[src/rtl/sirv_tl_frag_sequencer.sv]
// Fragment sequencer for a TileLink A/D channel pair feeding an 8-bit slave.
// A multi-byte request from the upstream repeater becomes 2^min(size,6)
// single-byte fragments. Get requests are replayed by the repeater
// (io_repeat), while Puts supply one upstream beat per fragment. On the
// D side, every Get response is forwarded. For a Put, all acks except the
// last are dropped.
module sirv_tl_frag_sequencer (
  input  logic        clock,
  input  logic        reset,

  output logic        io_repeat,

  output logic        io_in_a_ready,
  input  logic        io_in_a_valid,
  input  logic [2:0]  io_in_a_bits_opcode,
  input  logic [2:0]  io_in_a_bits_param,
  input  logic [2:0]  io_in_a_bits_size,
  input  logic [1:0]  io_in_a_bits_source,
  input  logic [29:0] io_in_a_bits_address,
  input  logic        io_in_a_bits_mask,
  input  logic [7:0]  io_in_a_bits_data,

  input  logic        io_out_a_ready,
  output logic        io_out_a_valid,
  output logic [2:0]  io_out_a_bits_opcode,
  output logic [2:0]  io_out_a_bits_param,
  output logic [2:0]  io_out_a_bits_size,
  output logic [1:0]  io_out_a_bits_source,
  output logic [29:0] io_out_a_bits_address,
  output logic        io_out_a_bits_mask,
  output logic [7:0]  io_out_a_bits_data,

  output logic        io_out_d_ready,
  input  logic        io_out_d_valid,
  input  logic [2:0]  io_out_d_bits_opcode,
  input  logic [2:0]  io_out_d_bits_size,
  input  logic [1:0]  io_out_d_bits_source,
  input  logic [7:0]  io_out_d_bits_data,

  input  logic        io_in_d_ready,
  output logic        io_in_d_valid,
  output logic [2:0]  io_in_d_bits_opcode,
  output logic [2:0]  io_in_d_bits_size,
  output logic [1:0]  io_in_d_bits_source,
  output logic [7:0]  io_in_d_bits_data
);

  typedef enum logic [1:0] {
    IDLE  = 2'd0,
    SEND  = 2'd1,
    DRAIN = 2'd2
  } state_t;

  // Index of the final fragment (N-1). Sizes of 6 and above saturate at 64 fragments.
  function automatic logic [5:0] lastOf(input logic [2:0] sz);
    logic [5:0] r;
    if (sz >= 3'd6) r = 6'd63;
    else            r = (6'd1 << sz) - 6'd1;
    return r;
  endfunction

  state_t      state_q, state_d;
  logic [5:0]  aCnt_q, aCnt_d;
  logic [5:0]  dCnt_q, dCnt_d;
  logic        isGet_q, isGet_d;
  logic [2:0]  size_q, size_d;
  logic [1:0]  source_q, source_d;

  logic        isIdle;
  logic        notDrain;
  logic        inIsGet;
  logic        curIsGet;
  logic [5:0]  curLast;
  logic        aFire;
  logic        aLast;
  logic        dFire;
  logic        dLast;
  logic        dForward;
  logic        unusedDBits;

  // The slave's size and source are replaced by the latched request values.
  assign unusedDBits = ^{io_out_d_bits_size, io_out_d_bits_source};

  // In IDLE the request type and fragment count come from the live bits.
  // Otherwise they come from the copy captured on the first fire.
  always_comb begin
    isIdle   = (state_q == IDLE);
    notDrain = (state_q != DRAIN);
    inIsGet  = (io_in_a_bits_opcode == 3'd4);
    curIsGet = isIdle ? inIsGet : isGet_q;
    curLast  = isIdle ? lastOf(io_in_a_bits_size) : lastOf(size_q);
    aFire    = io_in_a_valid & io_out_a_ready & notDrain;
    aLast    = (aCnt_q == curLast);
    dLast    = (dCnt_q == curLast);
    dForward = isGet_q | dLast;
  end

  // The A channel passes through, with the fragment index merged into the low address bits.
  always_comb begin
    io_out_a_valid        = io_in_a_valid & notDrain;
    io_in_a_ready         = io_out_a_ready & notDrain;
    io_repeat             = curIsGet & ~aLast;
    io_out_a_bits_opcode  = io_in_a_bits_opcode;
    io_out_a_bits_param   = io_in_a_bits_param;
    io_out_a_bits_size    = 3'd0;
    io_out_a_bits_source  = io_in_a_bits_source;
    io_out_a_bits_address = {io_in_a_bits_address[29:6], io_in_a_bits_address[5:0] | aCnt_q};
    io_out_a_bits_mask    = io_in_a_bits_mask;
    io_out_a_bits_data    = io_in_a_bits_data;
  end

  // The D channel is closed in IDLE. Dropped Put acks are sunk without being forwarded.
  always_comb begin
    io_in_d_bits_opcode = io_out_d_bits_opcode;
    io_in_d_bits_size   = size_q;
    io_in_d_bits_source = source_q;
    io_in_d_bits_data   = io_out_d_bits_data;
    if (isIdle) begin
      io_in_d_valid  = 1'b0;
      io_out_d_ready = 1'b0;
    end else if (dForward) begin
      io_in_d_valid  = io_out_d_valid;
      io_out_d_ready = io_in_d_ready;
    end else begin
      io_in_d_valid  = 1'b0;
      io_out_d_ready = 1'b1;
    end
    dFire = io_out_d_valid & io_out_d_ready;
  end

  // Next-state logic. A completed response burst overrides the fragment count and can end the transaction from SEND.
  always_comb begin
    state_d  = state_q;
    aCnt_d   = aCnt_q;
    dCnt_d   = dCnt_q;
    isGet_d  = isGet_q;
    size_d   = size_q;
    source_d = source_q;
    case (state_q)
      IDLE: begin
        if (aFire) begin
          isGet_d  = inIsGet;
          size_d   = io_in_a_bits_size;
          source_d = io_in_a_bits_source;
          if (curLast == 6'd0) begin
            state_d = DRAIN;
          end else begin
            state_d = SEND;
            aCnt_d  = 6'd1;
          end
        end
      end
      SEND: begin
        if (aFire) begin
          aCnt_d = aCnt_q + 6'd1;
          if (aLast) state_d = DRAIN;
        end
      end
      DRAIN: begin
        state_d = DRAIN;
      end
      default: begin
        state_d = IDLE;
      end
    endcase
    if (dFire) begin
      if (dLast) begin
        dCnt_d = 6'd0;
        aCnt_d = 6'd0;
        if ((state_q == DRAIN) || ((state_q == SEND) && aFire && aLast)) state_d = IDLE;
      end else begin
        dCnt_d = dCnt_q + 6'd1;
      end
    end
  end

  // State and counter registers. Reset returns to IDLE from any point in a transaction.
  always_ff @(posedge clock or posedge reset) begin
    if (reset) begin
      state_q  <= IDLE;
      aCnt_q   <= 6'd0;
      dCnt_q   <= 6'd0;
      isGet_q  <= 1'b0;
      size_q   <= 3'd0;
      source_q <= 2'd0;
    end else begin
      state_q  <= state_d;
      aCnt_q   <= aCnt_d;
      dCnt_q   <= dCnt_d;
      isGet_q  <= isGet_d;
      size_q   <= size_d;
      source_q <= source_d;
    end
  end

endmodule

[config.mk]
export PLATFORM = sky130hd
export DESIGN_NAME = sirv_tl_frag_sequencer
export DESIGN_NICKNAME = d
export VERILOG_FILES = /design/src/rtl/sirv_tl_frag_sequencer.sv
export SDC_FILE = /design/constraint.sdc
export NUM_CORES = 1
export LEC_CHECK = 0
export CAP_MARGIN = 20
export CORE_MARGIN = 3
export CORE_UTILIZATION = 37
export DETAILED_ROUTE_END_ITERATION = 10
export PLACE_DENSITY = 0.85
export SETUP_SLACK_MARGIN = 0.15
export SYNTH_ARGS = -nofsm -noshare
export SYNTH_HDL_FRONTEND = slang
export SYNTH_SLANG_ARGS = --single-unit
export TNS_END_PERCENT = 50
[constraint.sdc]
create_clock -name clock -period 4.2 [get_ports clock]
set_input_delay 0.42 -clock clock [delete_from_list [all_inputs] [get_ports clock]]
set_output_delay 0.42 -clock clock [all_outputs]
set_load 0.01 [all_outputs]
==> results of run 1 <==
==> worst register-to-register path, delay by kind of cell, from the launching register on <==
kind,cells,cell delay [ns]
DFF,1,0.50
and+or+nand+nor,3,1.04
AOI/OAI and AO/OA,3,1.08
==> cell usage in the layout, fill, tap and decap left out, types with 2 or more instances in the layout <==
| cell type | Yosys | routed |
|---|---|---|
| inv_1 | 12 | 12 |
| and2_1 | 2 | 2 |
| xnor2_1 | 7 | 7 |
| a22oi_1 | 2 | 2 |
| mux2i_1 | 2 | 2 |
| nand2_1 | 17 | 17 |
| conb_1 | 1 | 3 |
| clkbuf_8 | 0 | 3 |
| mux2_2 | 3 | 3 |
| ha_1 | 2 | 2 |
| o311ai_1 | 2 | 2 |
| a21oi_1 | 8 | 8 |
| o211ai_1 | 5 | 5 |
| a21o_1 | 4 | 4 |
| nand3_1 | 6 | 6 |
| nor2_1 | 18 | 18 |
| and4_1 | 3 | 3 |
| a31oi_1 | 2 | 2 |
| a221oi_2 | 2 | 2 |
| xor2_1 | 3 | 3 |
| and3_1 | 2 | 2 |
| or2_2 | 7 | 7 |
| dfrtp_1 | 20 | 20 |
| o21ai_0 | 7 | 7 |
| nor3_1 | 7 | 7 |
| a2111oi_0 | 3 | 3 |
| nor4_1 | 4 | 4 |
| a221o_1 | 4 | 4 |
| clkdlybuf4s50_1 | 0 | 40 |
==> where the power goes <==
group / total [mW] / internal, mW / switching [mW]
registers: 0.409 / 0.271 / 0.138
logic: 0.741 / 0.367 / 0.374
clock network: 0.128 / 0.0640 / 0.0636
total: 1.28 / 0.702 / 0.575
==> layout make-up <==
class	instances	area [sq um]	share of cell area (%)
clock buffers	3	41.3	2.07
inverters	12	45.0	2.26
multi-input cells	142	925	46.3
flip-flops and latches	20	500	25.1
well taps	67	83.8	4.20
repair buffers	40	400	20.1
==> layer usage <==
metal / track usage, % / wire length, um
met4: 5.52 / 87
met3: 3.83 / 393
met5: 0 / 0
met2: 22.4 / 2030
met1: 17.5 / 1740
==> flip-flops by register name, indices dropped and copies added, names as in the netlist <==
name and count:
aCnt_q 6, io_in_d_bits_size 3, state_q 2, io_in_d_bits_source 2, isGet_q 1, dCnt_q 6
==> metrics by stage <==
step | utilization, % | instances | total power [mW]
finish | 41.2 | 284 | 1.28
global route | 41.2 | 284 | 1.38
CTS | 41.2 | 284 | 1.28
detailed placement | 40.3 | 281 | 1.14
global placement | 40.3 | 281 | 1.11
floorplan | - | 233 | 0.950
==> how the worst max path moves through the flow <==
stage | end | depth (start not counted) | from | slack [ns]
floorplan | io_out_d_ready | 6 | io_in_a_bits_size[2] | 1.95
global placement | io_out_d_ready | 8 | io_in_a_bits_size[2] | 0.67
detailed placement | io_out_d_ready | 8 | io_in_a_bits_size[2] | 0.64
CTS | io_repeat | 7 | state_q[0]$_DFF_PP0_ | 0.60
global route | io_repeat | 7 | state_q[0]$_DFF_PP0_ | 0.30
finish | io_repeat | 7 | state_q[0]$_DFF_PP0_ | 0.58
==> cells by family after synthesis <==
family | after synthesis
AO/OA/AOI/OAI | 46
multiplexers | 5
XOR/XNOR | 10
adder cells (fa/ha/maj) | 2
flip-flops | 20
AND/OR/NAND/NOR | 76
other | 1
buffers and inverters | 71
==> run summary, run 1 <==
Placed Area -> 1950 sq um
Final hold violation count -> 0
Worst hold margin -> 0.508 ns
Routed len/inst -> 15.0 um
Post-cts sizing count -> 0
Synth async-reset ratio -> 100%
TritonRoute pass-1 iters -> 4
Max_slew headroom -> 46.8%
CP Max Fanout -> 14
Root cell of the clock tree -> clkbuf_8
Compound-Gate Fraction of Synth Area -> 17.7%
YS warnings -> 0
Post-Synthesis Cell Area -> 1900 sq um
Hold Crit Depth -> 1
Top cell type's share of synthesized area -> 26.3%
Status -> completed
RSZ-0062 raised after global routing -> false
Finished Cell Area -> 2000 sq um
Reg2reg setup slack -> 1.45 ns
CP Class -> reg2out
Port-buffer cells -> 40
Vias post-DR -> 1567
Crit path required time -> 3.78 ns
# rows -> 25
Crit. End Element -> output pin
Top-count cell post-synth -> buf_4
DR DRC count -> 0
Mapped Cells -> 231
Detailed placement HPWL -> 3.22 mm
CTS tree -> built
Reg2reg start -> state_q[1]$_DFF_PP0_
Worst r2r path cells -> 6
Synth area leader -> dfrtp_1
Max cap viols -> 0
CTS Buf Count -> 3
Fin crit share -> 86.3%
HP Start -> io_in_d_bits_source[0]$_DFFE_PP0P_
Clock Latency Late Sink -> 0.26 ns
WP buf/inv -> 1
Post-DRT Antenna Nets -> 0
Total Neg Setup Slack -> 0 ns
Filler instances -> 507
CP max stage delay -> 0.60 ns
Clock Pin Slew Worst Setup and Hold Paths -> 0.07 ns
Post-synthesis sequential area ratio -> 26.3%
Hold Path Class -> reg2reg
Most used DFF post-synth -> dfrtp_1
Power Density -> 640 nW/um^2
P_leak -> 0.799 nW
Post-synthesis adder-cell area fraction -> 1.31%
Critical path arrival -> 3.20 ns
Worst Max-Slew Pin Slew -> 0.797 ns
Clock sink count -> 20
Top delay family on crit path -> simple AND/OR/NAND/NOR gates
Final worst slack -> 0.576 ns
Number of global-route vias before repair -> 1485
Fmax achieved -> 0.276 GHz
Pre-CTS WS -> 0.643 ns
Die width -> 77.7 um
Largest net degree at the start of global routing -> 21
Maximum VDD drop -> 0.000301 V
Remaining Overflow, GRT -> 0
Crit-path slowest cell -> mux2i_1
Syn_area_per_cell -> 8.24 sq um
Share of cells above drive strength 1 -> 8.29%
Die area -> 6040 sq um
DRT iter0 DRCs -> 115
Die H -> 77.7 um
H-Tree Level Count -> 1
Post-CTS setup-driven buffer insertion count -> 0
Yosys reg bits -> 20
Setup Skew -> 0.00183 ns
Antenna violations before repair -> 0
Worst reg2reg endpoint -> aCnt_q[2]$_DFF_PP0_
Final WL -> 4.25 mm
Global-route wire length before repair -> 6.91 mm
Initial Utilization -> 39.3%
Min Tclk post-route -> 3.62 ns
Routed vias/inst -> 5.52
Core area -> 4850 sq um
CTS Hold Bufs -> 0
Hold path endpoint -> io_in_d_bits_source[0]$_DFFE_PP0P_
I/O pin total -> 143
Mux contribution to synthesized area -> 2.83%
Post-synth cell types -> 48
Post-synthesis simple-gate area fraction -> 21.6%
Maximum clock insertion buffer count -> 2
Area growth, synth to finish -> 4.87%
Final setup violating endpoints -> 0
Max Slew Vio Count -> 0
Final Net Count -> 293
Tot GR Track Use -> 13.9%
Placer Congestion -> 0.873
Cells along the critical path -> or2_1 -> mux2i_1 -> xnor2_1 -> nand3_1 -> nor4_1 -> a21oi_1 -> clkdlybuf4s50_1
Main combinational cell family by area after synthesis -> buffers and inverters
Ant. Diodes -> 0
Crit start category -> flop
Synth top area cells -> dfrtp_1 (26%), buf_4 (22%), nor2_1 (3.6%)
XOR/XNOR Fraction of Synth Area -> 4.60%
Post-synth top cells -> buf_4 (56), dfrtp_1 (20), nor2_1 (18), nand2_1 (17), inv_1 (12)
Post-synth EDFFs -> 0
Power figures use the tool's default switching activity.
==> run 2, diff against run 1 <==
--- a/config.mk
+++ b/config.mk
@@ -5,10 +5,12 @@
 export SDC_FILE = /design/constraint.sdc
 export NUM_CORES = 1
 export LEC_CHECK = 0
+export ABC_CLOCK_PERIOD_IN_PS = 4200
 export CAP_MARGIN = 20
 export CORE_MARGIN = 3
 export CORE_UTILIZATION = 37
 export DETAILED_ROUTE_END_ITERATION = 10
+export MAX_ROUTING_LAYER = met4
 export PLACE_DENSITY = 0.85
 export SETUP_SLACK_MARGIN = 0.15
 export SYNTH_ARGS = -nofsm -noshare
==> constraint.sdc (replaced) <==
create_clock -name clock -period 4.2 [get_ports clock]
set_input_delay 0.42 -clock clock [delete_from_list [all_inputs] [get_ports clock]]
set_output_delay 0.42 -clock clock [all_outputs]
set_load 0.05 [all_outputs]
==> run summary, run 2 (synthesis results as in run 1) <==
Status -> completed
Initial Utilization -> 39.3%
Routed len/inst -> 14.7 um
P_sw -> 738 uW
Total chip power -> 1.46 mW
Port-buffer cells -> 40
Min Tclk post-route -> 3.85 ns
Worst hold margin -> 0.510 ns
Setup Skew -> 0.00511 ns
I/O pin total -> 143
Maximum VDD drop -> 0.000418 V
Clock power frac -> 10.3%
Final Net Count -> 293
Antenna violations before repair -> 0
H-Tree Level Count -> 1
DR DRC count -> 0
Remaining Overflow, GRT -> 0
P_leak -> 0.801 nW
CTS Buf Count -> 3
Vias post-DR -> 1590
Sequential Power Share -> 27.8%
Crit start category -> primary input
Worst Max-Slew Pin Slew -> 0.775 ns
RSZ-0062 raised after global routing -> true
Global routing usage on met1 -> 17.3%
CP Max Fanout -> 7
Power Density -> 726 nW/um^2
Clock sink count -> 20
TritonRoute pass-1 iters -> 4
Number of global-route vias before repair -> 1538
Crit-path slowest cell -> clkdlybuf4s50_1
# rows -> 25
Most common cell after layout, fill and taps aside -> clkdlybuf4s50_1
Die H -> 77.7 um
Critical path arrival -> 3.43 ns
Maximum clock insertion buffer count -> 2
CTS Hold Bufs -> 0
Filler instances -> 496
Internal Power -> 723 uW
GRT busiest layer -> met2
Hold Path Class -> reg2reg
Crit. End Element -> output pin
Routed vias/inst -> 5.58
Final WL -> 4.20 mm
Most frequent cells in the layout -> clkdlybuf4s50_1 (40), dfrtp_1 (20), nor2_1 (18), nand2_1 (17), inv_1 (12)
# placed instances -> 281
Largest net degree at the start of global routing -> 21
Placer Congestion -> 0.911
Share of cells above drive strength 1 -> 9.17%
Post-DRT Antenna Nets -> 0
CP Class -> in2out
Max_slew headroom -> 48.2%
Top delay family on crit path -> buffers and inverters
Max Slew Vio Count -> 0
Fin crit share -> 91.7%
Area growth, synth to finish -> 5.79%
Core area -> 4850 sq um
Reg area -> 500 sq um
Multi-input gate area -> 928 sq um
CTS tree -> built
Die area -> 6040 sq um
Combinational power share -> 61.8%
Finished Layout Cells -> 285
Most frequent CP cell -> clkdlybuf4s50_1
Global routing met3 resource utilization -> 3.48%
Cells along the critical path -> clkdlybuf4s50_1 -> or3b_1 -> a221oi_2 -> xnor2_1 -> and3_1 -> a21oi_1 -> o21a_1 -> clkdlybuf4s50_1
Root cell of the clock tree -> clkbuf_8
Max cap viols -> 0
Final setup violating endpoints -> 0
Total Neg Setup Slack -> 0 ns
Reg2reg setup slack -> 1.41 ns
Crit path required time -> 3.78 ns
Ant. Diodes -> 0
M2 GR Usage -> 23.7%
Detailed placement HPWL -> 3.20 mm
CP max stage delay -> 0.81 ns
Clock Pin Slew Worst Setup and Hold Paths -> 0.07 ns
Tot GR Track Use -> 14.6%
Global-route wire length before repair -> 7.07 mm
WP buf/inv -> 2
DRT iter0 DRCs -> 130
Die width -> 77.7 um
Clock Latency Late Sink -> 0.26 ns
Final hold violation count -> 0
Switching share of total power -> 50.5%
Fmax achieved -> 0.260 GHz
run 2: per-stage QoR:
| step | util [%] | cell area (sq um) | setup slack [ns] |
|---|---|---|---|
| floorplan | - | 1910 | 1.31 |
| detailed placement | 40.3 | 1950 | 0.359 |
| finish | 41.5 | 2010 | 0.348 |
| CTS | 41.4 | 2010 | 0.291 |
| global route | 41.5 | 2010 | 0.0335 |
| global placement | 40.3 | 1950 | 0.411 |
run 2: repair_timing:
action,4_1_cts,5_1_grt
setup endpoints to repair,0,2
buffers inserted,0,0
gates resized for setup,0,1
run 2: final timing paths:
path	from	endpoint	cells after the start
setup / recovery	io_in_a_bits_size[2]	io_out_d_ready	8
hold / removal	io_in_d_bits_source[0]$_DFFE_PP0P_	io_in_d_bits_source[0]$_DFFE_PP0P_	1
setup reg to reg	state_q[0]$_DFF_PP0_	aCnt_q[1]$_DFF_PP0_	6
hold reg to reg	io_in_d_bits_source[0]$_DFFE_PP0P_	io_in_d_bits_source[0]$_DFFE_PP0P_	1
max in group asynchronous	reset	io_in_d_bits_size[2]$_DFFE_PP0P_	2
min in group asynchronous	reset	aCnt_q[2]$_DFF_PP0_	2
run 2: metal layers:
layer / vias to the layer above / share of wire, %
met2: 93 / 47
met4: 0 / 2.3
li1: 733 / -
met3: 22 / 11
met1: 742 / 39
met5: - / 0
run 2: worst register-to-register path: stages, from the launching register on:
cell and delay [ns]:
dfrtp_1 0.53, or2_1 0.46, a2111oi_0 0.43, o21ai_0 0.22, a221o_1 0.45, nor4_4 0.48
nor2_1 0.10
run 2: power groups by stage:
stage / clock network, mW / registers (mW) / logic [mW]
2_1_floorplan: 0 / 0.441 / 0.754
3_3_place_gp: 0 / 0.403 / 0.874
3_5_place_dp: 0 / 0.406 / 0.898
4_1_cts: 0.153 / 0.403 / 0.902
5_1_grt: 0.163 / 0.423 / 0.986
6_report: 0.151 / 0.406 / 0.904
run 2: area by class of cell:
class	instances	area share [%]
multi-input cells	142	46.1
flip-flops and latches	20	24.9
repair buffers	40	19.9
well taps	67	4.16
clock buffers	4	2.73
inverters	12	2.24
